==> config.mk <==
export PLATFORM = sky130hd
export DESIGN_NAME = uart_tx_byte_buffer_flat
export DESIGN_NICKNAME = d
export VERILOG_FILES = /design/src/rtl/uart_pkg.sv /design/src/rtl/uart_tx_byte_buffer_if.sv /design/src/rtl/uart_tx_byte_buffer_sync_fifo.sv /design/src/rtl/uart_tx_byte_buffer.sv /design/src/flat_wrapper.sv
export SDC_FILE = /design/constraint.sdc
export NUM_CORES = 1
export LEC_CHECK = 0
export BUFFER_PORTS_ARGS = -buffer_cell sky130_fd_sc_hd__buf_2
export CAP_MARGIN = 20
export CORE_UTILIZATION = 25
export CTS_BUF_LIST = sky130_fd_sc_hd__clkbuf_4 sky130_fd_sc_hd__clkbuf_8
export DETAILED_ROUTE_END_ITERATION = 7
export GPL_TIMING_DRIVEN = 1
export SLEW_MARGIN = 40
export SYNTH_ARGS = -nofsm -noshare
export SYNTH_HDL_FRONTEND = slang
export SYNTH_SLANG_ARGS = --single-unit
==> constraint.sdc <==
create_clock -name clk -period 7.3 [get_ports clk]
set_input_delay 0.73 -clock clk [delete_from_list [all_inputs] [get_ports clk]]
set_output_delay 0.73 -clock clk [all_outputs]
set_load 0.05 [all_outputs]
==> src/rtl/uart_pkg.sv <==
// Shared types and constants for the UART transmit byte buffer.
package uart_pkg;

  typedef enum logic [1:0] {
    IDLE,
    START,
    DATA,
    STOP
  } tx_state_t;

  localparam int unsigned UART_DATA_BITS = 8;

  // Clocks per bit, rounded down.
  function automatic int unsigned baud_div(input int unsigned clk_freq,
                                           input int unsigned baud_rate);
    return clk_freq / baud_rate;
  endfunction

endpackage

==> src/rtl/uart_tx_byte_buffer_if.sv <==
// Byte-strobe input and UART/status outputs of the transmit byte buffer.
interface uart_tx_byte_buffer_if;
  import uart_pkg::*;

  logic                      i_en;
  logic [UART_DATA_BITS-1:0] i_data;
  logic                      o_full;
  logic                      o_busy;
  logic                      o_overflow;
  logic                      uart_tx;

  modport master (
    output i_en,
    output i_data,
    input  o_full,
    input  o_busy,
    input  o_overflow,
    input  uart_tx
  );

  modport slave (
    input  i_en,
    input  i_data,
    output o_full,
    output o_busy,
    output o_overflow,
    output uart_tx
  );

endinterface

==> src/rtl/uart_tx_byte_buffer_sync_fifo.sv <==
// Synchronous FIFO with first-word-fall-through output; a push while full is
// accepted when a pop happens in the same cycle.
module sync_fifo #(
  parameter int unsigned WIDTH = 8,
  parameter int unsigned DEPTH = 16
) (
  input  logic                  clk,
  input  logic                  rst,
  input  logic                  push,
  input  logic [WIDTH-1:0]      din,
  input  logic                  pop,
  output logic [WIDTH-1:0]      dout,
  output logic [$clog2(DEPTH):0] count,
  output logic                  full,
  output logic                  empty
);

  localparam int unsigned AW = $clog2(DEPTH);
  localparam int unsigned CW = AW + 1;

  logic [WIDTH-1:0] mem_q [DEPTH];
  logic [WIDTH-1:0] mem_d [DEPTH];
  logic [AW-1:0]    wr_ptr_q, wr_ptr_d;
  logic [AW-1:0]    rd_ptr_q, rd_ptr_d;
  logic [CW-1:0]    count_q,  count_d;
  logic             do_push;
  logic             do_pop;

  assign empty   = (count_q == '0);
  assign full    = (count_q == CW'(DEPTH));
  assign count   = count_q;
  assign dout    = mem_q[rd_ptr_q];
  assign do_pop  = pop && !empty;
  // When full, the slot being popped is the one written, so the old word is
  // read out on the same edge the new one lands.
  assign do_push = push && (!full || do_pop);

  always_comb begin
    mem_d    = mem_q;
    wr_ptr_d = wr_ptr_q;
    rd_ptr_d = rd_ptr_q;
    count_d  = count_q;
    if (do_push) begin
      mem_d[wr_ptr_q] = din;
      wr_ptr_d        = wr_ptr_q + 1'b1;
    end
    if (do_pop) begin
      rd_ptr_d = rd_ptr_q + 1'b1;
    end
    case ({do_push, do_pop})
      2'b10:   count_d = count_q + 1'b1;
      2'b01:   count_d = count_q - 1'b1;
      default: count_d = count_q;
    endcase
  end

  always_ff @(posedge clk) begin
    mem_q <= mem_d;
  end

  always_ff @(posedge clk) begin
    if (rst) begin
      wr_ptr_q <= '0;
      rd_ptr_q <= '0;
      count_q  <= '0;
    end else begin
      wr_ptr_q <= wr_ptr_d;
      rd_ptr_q <= rd_ptr_d;
      count_q  <= count_d;
    end
  end

endmodule

==> src/rtl/uart_tx_byte_buffer.sv <==
// Buffers strobed bytes and sends each as an 8N1 frame, LSB first; queued
// frames follow each other with no idle gap.
module uart_tx_byte_buffer
  import uart_pkg::*;
#(
  parameter int unsigned CLK_FREQ   = 50_000_000,
  parameter int unsigned BAUD_RATE  = 115200,
  parameter int unsigned FIFO_DEPTH = 16
) (
  input  logic                 clk,
  input  logic                 rst,
  uart_tx_byte_buffer_if.slave bus
);

  localparam int unsigned BAUD_DIV = baud_div(CLK_FREQ, BAUD_RATE);
  localparam int unsigned CNT_W    = (BAUD_DIV > 1) ? $clog2(BAUD_DIV) : 1;
  localparam int unsigned IDX_W    = $clog2(UART_DATA_BITS);

  localparam logic [CNT_W-1:0] BAUD_LAST = CNT_W'(BAUD_DIV - 1);
  localparam logic [IDX_W-1:0] IDX_LAST  = IDX_W'(UART_DATA_BITS - 1);

  tx_state_t                 state_q,    state_d;
  logic [CNT_W-1:0]          baud_cnt_q, baud_cnt_d;
  logic [IDX_W-1:0]          bit_idx_q,  bit_idx_d;
  logic [UART_DATA_BITS-1:0] shift_q,    shift_d;
  logic                      tx_q,       tx_d;
  logic                      overflow_q, overflow_d;

  logic                      baud_tick;
  logic                      fifo_pop;
  logic [UART_DATA_BITS-1:0] fifo_dout;
  logic [$clog2(FIFO_DEPTH):0] fifo_count;
  logic                      fifo_full;
  logic                      fifo_empty;

  sync_fifo #(
    .WIDTH (UART_DATA_BITS),
    .DEPTH (FIFO_DEPTH)
  ) u_fifo (
    .clk   (clk),
    .rst   (rst),
    .push  (bus.i_en),
    .din   (bus.i_data),
    .pop   (fifo_pop),
    .dout  (fifo_dout),
    .count (fifo_count),
    .full  (fifo_full),
    .empty (fifo_empty)
  );

  assign baud_tick = (baud_cnt_q == BAUD_LAST);

  always_comb begin
    state_d    = state_q;
    baud_cnt_d = baud_cnt_q + 1'b1;
    bit_idx_d  = bit_idx_q;
    shift_d    = shift_q;
    fifo_pop   = 1'b0;
    unique case (state_q)
      IDLE: begin
        baud_cnt_d = '0;
        if (!fifo_empty) begin
          fifo_pop = 1'b1;
          shift_d  = fifo_dout;
          state_d  = START;
        end
      end
      START: begin
        if (baud_tick) begin
          baud_cnt_d = '0;
          bit_idx_d  = '0;
          state_d    = DATA;
        end
      end
      DATA: begin
        if (baud_tick) begin
          baud_cnt_d = '0;
          shift_d    = shift_q >> 1;
          bit_idx_d  = bit_idx_q + 1'b1;
          if (bit_idx_q == IDX_LAST) begin
            state_d = STOP;
          end
        end
      end
      STOP: begin
        // Chain straight into the next start bit when more bytes are waiting.
        if (baud_tick) begin
          baud_cnt_d = '0;
          if (!fifo_empty) begin
            fifo_pop = 1'b1;
            shift_d  = fifo_dout;
            state_d  = START;
          end else begin
            state_d = IDLE;
          end
        end
      end
      default: begin
        baud_cnt_d = '0;
        state_d    = IDLE;
      end
    endcase
  end

  // Line level follows the next state so uart_tx comes straight from a flop.
  always_comb begin
    tx_d = 1'b1;
    case (state_d)
      START:   tx_d = 1'b0;
      DATA:    tx_d = shift_d[0];
      default: tx_d = 1'b1;
    endcase
  end

  assign overflow_d = bus.i_en && fifo_full && !fifo_pop;

  always_ff @(posedge clk) begin
    if (rst) begin
      state_q    <= IDLE;
      baud_cnt_q <= '0;
      bit_idx_q  <= '0;
      shift_q    <= '0;
      tx_q       <= 1'b1;
      overflow_q <= 1'b0;
    end else begin
      state_q    <= state_d;
      baud_cnt_q <= baud_cnt_d;
      bit_idx_q  <= bit_idx_d;
      shift_q    <= shift_d;
      tx_q       <= tx_d;
      overflow_q <= overflow_d;
    end
  end

  assign bus.uart_tx    = tx_q;
  assign bus.o_overflow = overflow_q;
  assign bus.o_full     = fifo_full;
  assign bus.o_busy     = (state_q != IDLE) || (fifo_count != '0);

endmodule

==> src/flat_wrapper.sv <==
// flat-port wrapper written by rule: the top's interface ports become plain ports
module uart_tx_byte_buffer_flat import uart_pkg::*;
#(
  parameter int unsigned CLK_FREQ   = 50_000_000,
  parameter int unsigned BAUD_RATE  = 115200,
  parameter int unsigned FIFO_DEPTH = 16
)
  (clk, rst, bus_i_en, bus_i_data, bus_o_full, bus_o_busy, bus_o_overflow, bus_uart_tx);
  uart_tx_byte_buffer_if bus_i ();
  input  logic clk;
  input  logic rst;
  input wire logic [$bits(bus_i.i_en)-1:0] bus_i_en;
  input wire logic [$bits(bus_i.i_data)-1:0] bus_i_data;
  output wire logic [$bits(bus_i.o_full)-1:0] bus_o_full;
  output wire logic [$bits(bus_i.o_busy)-1:0] bus_o_busy;
  output wire logic [$bits(bus_i.o_overflow)-1:0] bus_o_overflow;
  output wire logic [$bits(bus_i.uart_tx)-1:0] bus_uart_tx;
  assign bus_i.i_en = bus_i_en;
  assign bus_i.i_data = bus_i_data;
  assign bus_o_full = bus_i.o_full;
  assign bus_o_busy = bus_i.o_busy;
  assign bus_o_overflow = bus_i.o_overflow;
  assign bus_uart_tx = bus_i.uart_tx;
  uart_tx_byte_buffer #(.CLK_FREQ(CLK_FREQ), .BAUD_RATE(BAUD_RATE), .FIFO_DEPTH(FIFO_DEPTH)) u_core (.clk(clk), .rst(rst), .bus(bus_i));
endmodule
# Yosys cells after proc, flatten, opt, wreduce, memory -nomap -nowiden
# Index checks and enable logic that the tools add are counted.
[op_classes]
addsub = 6
eq_ne = 13
bitwise_logic = 2
n_mul = 0
n_shift = 0
order_cmp = 3
n_reduce_logical = 20
div_mod_pow = 0
mux = 27
[ops]
columns = ["operator", "n"]
rows = [
  ["bitwise mux 128 bit", 1],
  ["2-to-1 mux 8 bit", 6],
  ["binary-select mux 8 bit (select 4 bit)", 1],
  ["demux 8 bit (select 4 bit)", 1],
  ["case mux 8 bit (3 select lines)", 1],
  ["case mux 9 bit (2 select lines)", 1],
  [">= comparator 5 bit, second input constant", 2],
  ["2-to-1 mux 2 bit", 5],
  ["NOT 4 -> 5 bit", 2],
  ["case mux 5 bit (2 select lines)", 1],
  ["adder 9 x 1 -> 9 bit, second input constant", 1],
  ["== test 9 bit, second input constant", 1],
  ["2-to-1 mux 9 bit", 1],
  ["adder 4 x 1 -> 4 bit, second input constant", 2],
  ["== test 2 bit, second input constant", 4],
  ["case mux 2 bit (4 select lines)", 1],
  ["== test 2 x 1 -> 1 bit, second input constant", 3],
  ["2-to-1 mux 3 bit", 2],
  ["inequality test 2 x 1 -> 1 bit, second input constant", 3],
  ["case mux 3 bit (2 select lines)", 1],
  ["AND reduction 3 bit", 2],
  ["nonzero test 2 bit", 3],
  ["adder 5 x 1 -> 5 bit, second input constant", 1],
  ["== test 5 bit, second input constant", 1],
  ["other kinds (14)", 24],
]
[word_totals]
inputBits = 11
ramBits = 0
rom_bits = 0
latchBits = 0
ff_bits = 165
n_memories = 0

# Longest topological paths before layout
[depth]
depth_word = 9
depth_mapped = 16
depth_no_buf = 15

# Hierarchy
# A second synthesis with hierarchy kept.
[hier_totals]
hier_cells = 469
hier_area_um2 = 7109.3
[by_module_without_submodules]
columns = ["mod", "seq_area_each_um2", "instances", "cells_each", "area_each_um2"]
rows = [
  ["sync_fifo", 4103.9, 1, 325, 5776.8],
  ["uart_tx_byte_buffer", 480.5, 1, 144, 1332.5],
]

# Worst setup path before layout
# No wires, ideal clock.
[synth_path]
path_type = "register to register"
startpoint = "register u_core.u_fifo.count_q[1], in the netlist u_core.u_fifo.count[1]"
endpoint = "register u_core.u_fifo.count_q[2], in the netlist u_core.u_fifo.count[2]"
stages_incl_launch_ff = 15
setup_time_ps = 71
setup_slack_ps = 3876
period_less_slack_ps = 3424
required_time_ps = 7229
arrival_ps = 3353
path_cell_list = "dfxtp_1 -> buf_2 -> or4_4 -> nor2_2 -> o21ai_2 -> and2_1 -> inv_1 -> ha_1 -> clkbuf_1 -> xor2_1 -> ha_1 -> a21oi_1 -> xor2_1 -> or3_1 -> a21oi_1"
[synth_lines]
columns = ["element", "line_no", "rtl"]
rows = [
  ["start: declaration", "uart_tx_byte_buffer_sync_fifo.sv:25", "logic [CW-1:0] count_q, count_d;"],
  ["start signal: assignment", "uart_tx_byte_buffer_sync_fifo.sv:69", "count_q <= count_d;"],
  ["== test 5 bit (*)", "uart_tx_byte_buffer_sync_fifo.sv:30", "assign full = (count_q == CW'(DEPTH));"],
  ["net bus_o_full", "flat_wrapper.sv:14", "output wire logic [$bits(bus_i.o_full)-1:0] bus_o_full;"],
  ["zero test 1 bit (*)", "uart_tx_byte_buffer_sync_fifo.sv:36", "assign do_push = push && (!full || do_pop);"],
  ["logical OR 1 bit (*)", "uart_tx_byte_buffer_sync_fifo.sv:36", ""],
  ["logical AND 1 bit (*)", "uart_tx_byte_buffer_sync_fifo.sv:36", ""],
  ["== test 2 x 1 -> 1 bit / == test 2 bit (equally long branches)", "uart_tx_byte_buffer_sync_fifo.sv:50", "case ({do_push, do_pop})"],
  ["case mux 5 bit (2 select lines) / nonzero test 2 bit (equally long branches)", "n/a", ""],
]
# The timed path passes the listed nets; every way through them passes the cells marked *.
# A chain may end at the register's enable or synchronous reset.

# Worst setup path in the final report
[layout_path]
startpoint = "register u_core.state_q[1]"
endpoint = "register u_core.u_fifo.count_q[2], in the netlist u_core.u_fifo.count[2]"
[layout_between]
elab_chain_len = 7
[layout_rtl]
columns = ["element", "line_no", "rtl"]
rows = [
  ["start: declaration", "uart_tx_byte_buffer.sv:22", "tx_state_t state_q, state_d;"],
  ["start signal: assignment", "uart_tx_byte_buffer.sv:126", "state_q <= state_d;"],
  ["== test 2 bit / zero test 2 bit (equally long branches)", "uart_tx_byte_buffer.sv:59", "unique case (state_q)"],
  ["case mux 1 bit (2 select lines) (*)", "uart_tx_byte_buffer.sv:59", ""],
  ["logical AND 1 bit (*)", "uart_tx_byte_buffer_sync_fifo.sv:33", "assign do_pop = pop && !empty;"],
  ["logical OR 1 bit", "uart_tx_byte_buffer_sync_fifo.sv:36", ""],
  ["logical AND 1 bit", "uart_tx_byte_buffer_sync_fifo.sv:36", ""],
  ["== test 2 x 1 -> 1 bit / == test 2 bit (equally long branches)", "uart_tx_byte_buffer_sync_fifo.sv:50", ""],
  ["case mux 5 bit (2 select lines) / nonzero test 2 bit (equally long branches)", "n/a", ""],
]
# Mark *: on every way between the ends. The rest lies on a longest branch, timed or not.

==> summary.txt <==
Hold WC Path Type: reg -> reg
CTS tree: done
Total design power: 0.00239 W
Critical Path End: u_core.u_fifo.count[2]
Die width: 171 um
Synth area leaders: edfxtp_1 (54%), dfxtp_1 (10%), mux4_2 (7.3%)
Final setup fails: 0
Slew margin rel.: 46.7%
Initial Utilization: 25.5%
Most common cell after layout, fill and taps aside: edfxtp_1
Sink Count: 165
Worst skew pair latency: 0.46 ns
Yosys top cell area share: 54.1%
Crit path launch: u_core.state_q[1]
Ys flop type: edfxtp_1
Period utilisation layout: 47.4%
I/O pins: 15
Status: complete, no violations
Cts repair resizes: 0
Hold_buf cts: 0
Max clock buf depth: 2
Share of power burned in the clock network: 28.9%
Cell area power density: 298 nW/um^2
Seq/Total Area, Yosys: 64.6%
# DRC: 0
Leak: 2.50 nW
Post-synthesis cell count: 452
Pre-CTS setup slack: 3.89 ns
Clk slew on worst S/H paths: 0.10 ns
H-tree Lvls: 4
# nets final: 500
Post-route cell area: 8020 um^2
Worst reg-to-reg setup slack: 3.84 ns
# rows: 61
DRT met1 WL: 6.26 mm
Count of state elements after synthesis: 165
Avg Inst Size Synth: 15.7 um^2
Critical path class: reg -> reg
Die Ht: 171 um
Final Util: 28.8%
Most frequent cells in the layout: edfxtp_1 (128), dfxtp_1 (35), nor2_1 (33)
VDD IR-drop max: 0.118 mV
Worst Reg-to-Reg Cells: 13
Area of placed instances: 7590 um^2
CP startpoint kind: flip-flop
Final hold violations: 0
Placer Congestion: 0.813
Iteration-0 DRC Markers: 209
Crit path arrival time: 3.85 ns
Via-per-instance ratio: 4.47
Achievable clock frequency: 289 MHz
Syn_nets: 482
Routed Antenna Nets: 0
Fin Clk Skew: 0.0107 ns
Post-layout min period: 3.46 ns
GR Overflow Total: 0
Largest net degree at the start of global routing: 36
Global-route wire length before repair: 22.8 mm
Final setup margin: 3.84 ns
Async SR Flop Fraction: 0%
Synth Warn #: 0
CTS buffer count: 17
Highest metal used: met4
Synth unique cells: 59
Sequential power share: 46.2%
Number of synthesized flops with an enable pin: 128
Routed wire per std cell: 16.5 um
Req. time, crit path: 7.69 ns
Synth-to-Final Area Change: 13.0%
Slew @ Worst Pin: 0.796 ns
Post-CTS Setup Repair Bufs: 0
Final setup TNS: 0 ns
Crit path max fanout: 9
Crit end category: flip-flop
Root Buffer: clkbuf_8
Initial antenna violation count: 0
GRT Total Usage: 10.5%
Core ar.: 27,900 um^2
N_diodes: 0
Met2 WL: 7.11 mm
Met3 wire length: 636 um
Die footprint: 29,100 um^2
Cell accounting for the most synthesized area: edfxtp_1
Switching Power: 0.000768 W
DPL Wire Length: 9.03 mm
FF-to-FF End: u_core.u_fifo.count[2]
First-pass DRT Iterations: 4
Pint: 0.00162 W
Sw frac: 32.1%
Unrepaired setup endpoints after global routing: false
Final Max Tran Viols: 0
Comb pwr share: 25.0%
MaxCap Viol Count: 0
IO buf count: 14
Worst r2r src: u_core.state_q[1]
Detailed Route WL: 14.2 mm
Layout cell share with drive strength beyond 1: 21.5%
DR vias: 3,849
Number of global-route vias before repair: 3,998
Post-synthesis cell area: 7100 um^2
-- state kept, by name (all words and copies together) (netlist names) --
name and count:
u_core.u_fifo.rd_ptr_q 4, u_core.state_q 2, u_core.bus.uart_tx 1, u_core.u_fifo.mem_q 128, u_core.bit_idx_q 3, u_core.bus.o_overflow 1
u_core.u_fifo.wr_ptr_q 4, u_core.baud_cnt_q 9, u_core.shift_q 8, u_core.u_fifo.count 5
-- Yosys cell counts, drive strengths merged, types with 3 or more instances --
master	n
o21ai	9
nor2	47
nor4	3
a21oi	14
nand2	9
clkbuf	5
mux4	32
dfxtp	37
a31oi	3
edfxtp	128
inv	11
xor2	5
a211oi	10
nor2b	10
buf	17
ha	19
nand3	11
mux2i	12
nor3	9
xnor2	10
nor4bb	3
nand2b	3
and2	7
a221o	6
-- worst max-delay path, stage by stage (launching register included) --
cell     delay (ns)
dfxtp_1        0.51
inv_1          0.16
ha_1           0.26
a31oi_1        0.43
o21ai_2        0.22
and2_1         0.25
inv_1          0.09
ha_1           0.33
xor2_1         0.15
ha_1           0.20
a21oi_1        0.24
xor2_1         0.12
or3_1          0.31
a21oi_1        0.13
-- final cells by class --
cell class	instances	area [um^2]
repair buffers	21	123
multi-input cells	254	2380
flip-flops and latches	165	4590
clock inverters	15	186
fillers	2769	19800
clock buffers	17	234
well taps	378	473
inverters	11	41.3
-- cell families (layout without fill, tap and decap cells) --
logic type | after synthesis | count (layout) | synth area share [%]
flops | 165 | 165 | 64.6
simple gates | 118 | 118 | 9.20
buf+inv | 33 | 64 | 2.41
compound gates | 56 | 56 | 5.97
xor+xnor | 15 | 15 | 1.85
mux | 46 | 46 | 12.6
fa+ha+maj | 19 | 19 | 3.35
-- power by group through the flow --
stage                     clock network, W  registers [W]  logic (W)
after global routing              0.000752        0.00111   0.000656
after CTS                         0.000711        0.00110   0.000598
after detailed placement                 0        0.00112   0.000595
after floorplan                          0        0.00112   0.000461
final                             0.000691        0.00110   0.000597
after global placement                   0        0.00112   0.000580
-- per-stage QoR --
step           hold slack, ns  std cells
2_1_floorplan           0.440        452
3_3_place_gp            0.453        829
3_5_place_dp            0.469        829
4_1_cts                 0.493        861
5_1_grt                 0.518        861
6_report                0.488        861
-- per-layer routing --
metal	up-vias	GRT usage, %
li1	1798	-
met1	1948	13.6
met2	89	17.1
met3	14	2.87
met4	0	3.53
met5	-	0
-- worst min-delay path by stage --
stage,start,cells past startpoint,endpoint,slack [ns]
CTS,u_core.shift_q[6],1,u_core.shift_q[6],0.49
floorplan,u_core.shift_q[7],1,u_core.shift_q[7],0.44
detailed placement,u_core.shift_q[2],1,u_core.shift_q[2],0.47
global route,u_core.shift_q[7],1,u_core.shift_q[7],0.52
finish,u_core.shift_q[6],1,u_core.shift_q[6],0.49
global placement,u_core.shift_q[7],1,u_core.shift_q[7],0.45
Note: power is estimated with default switching activity, not from simulation.
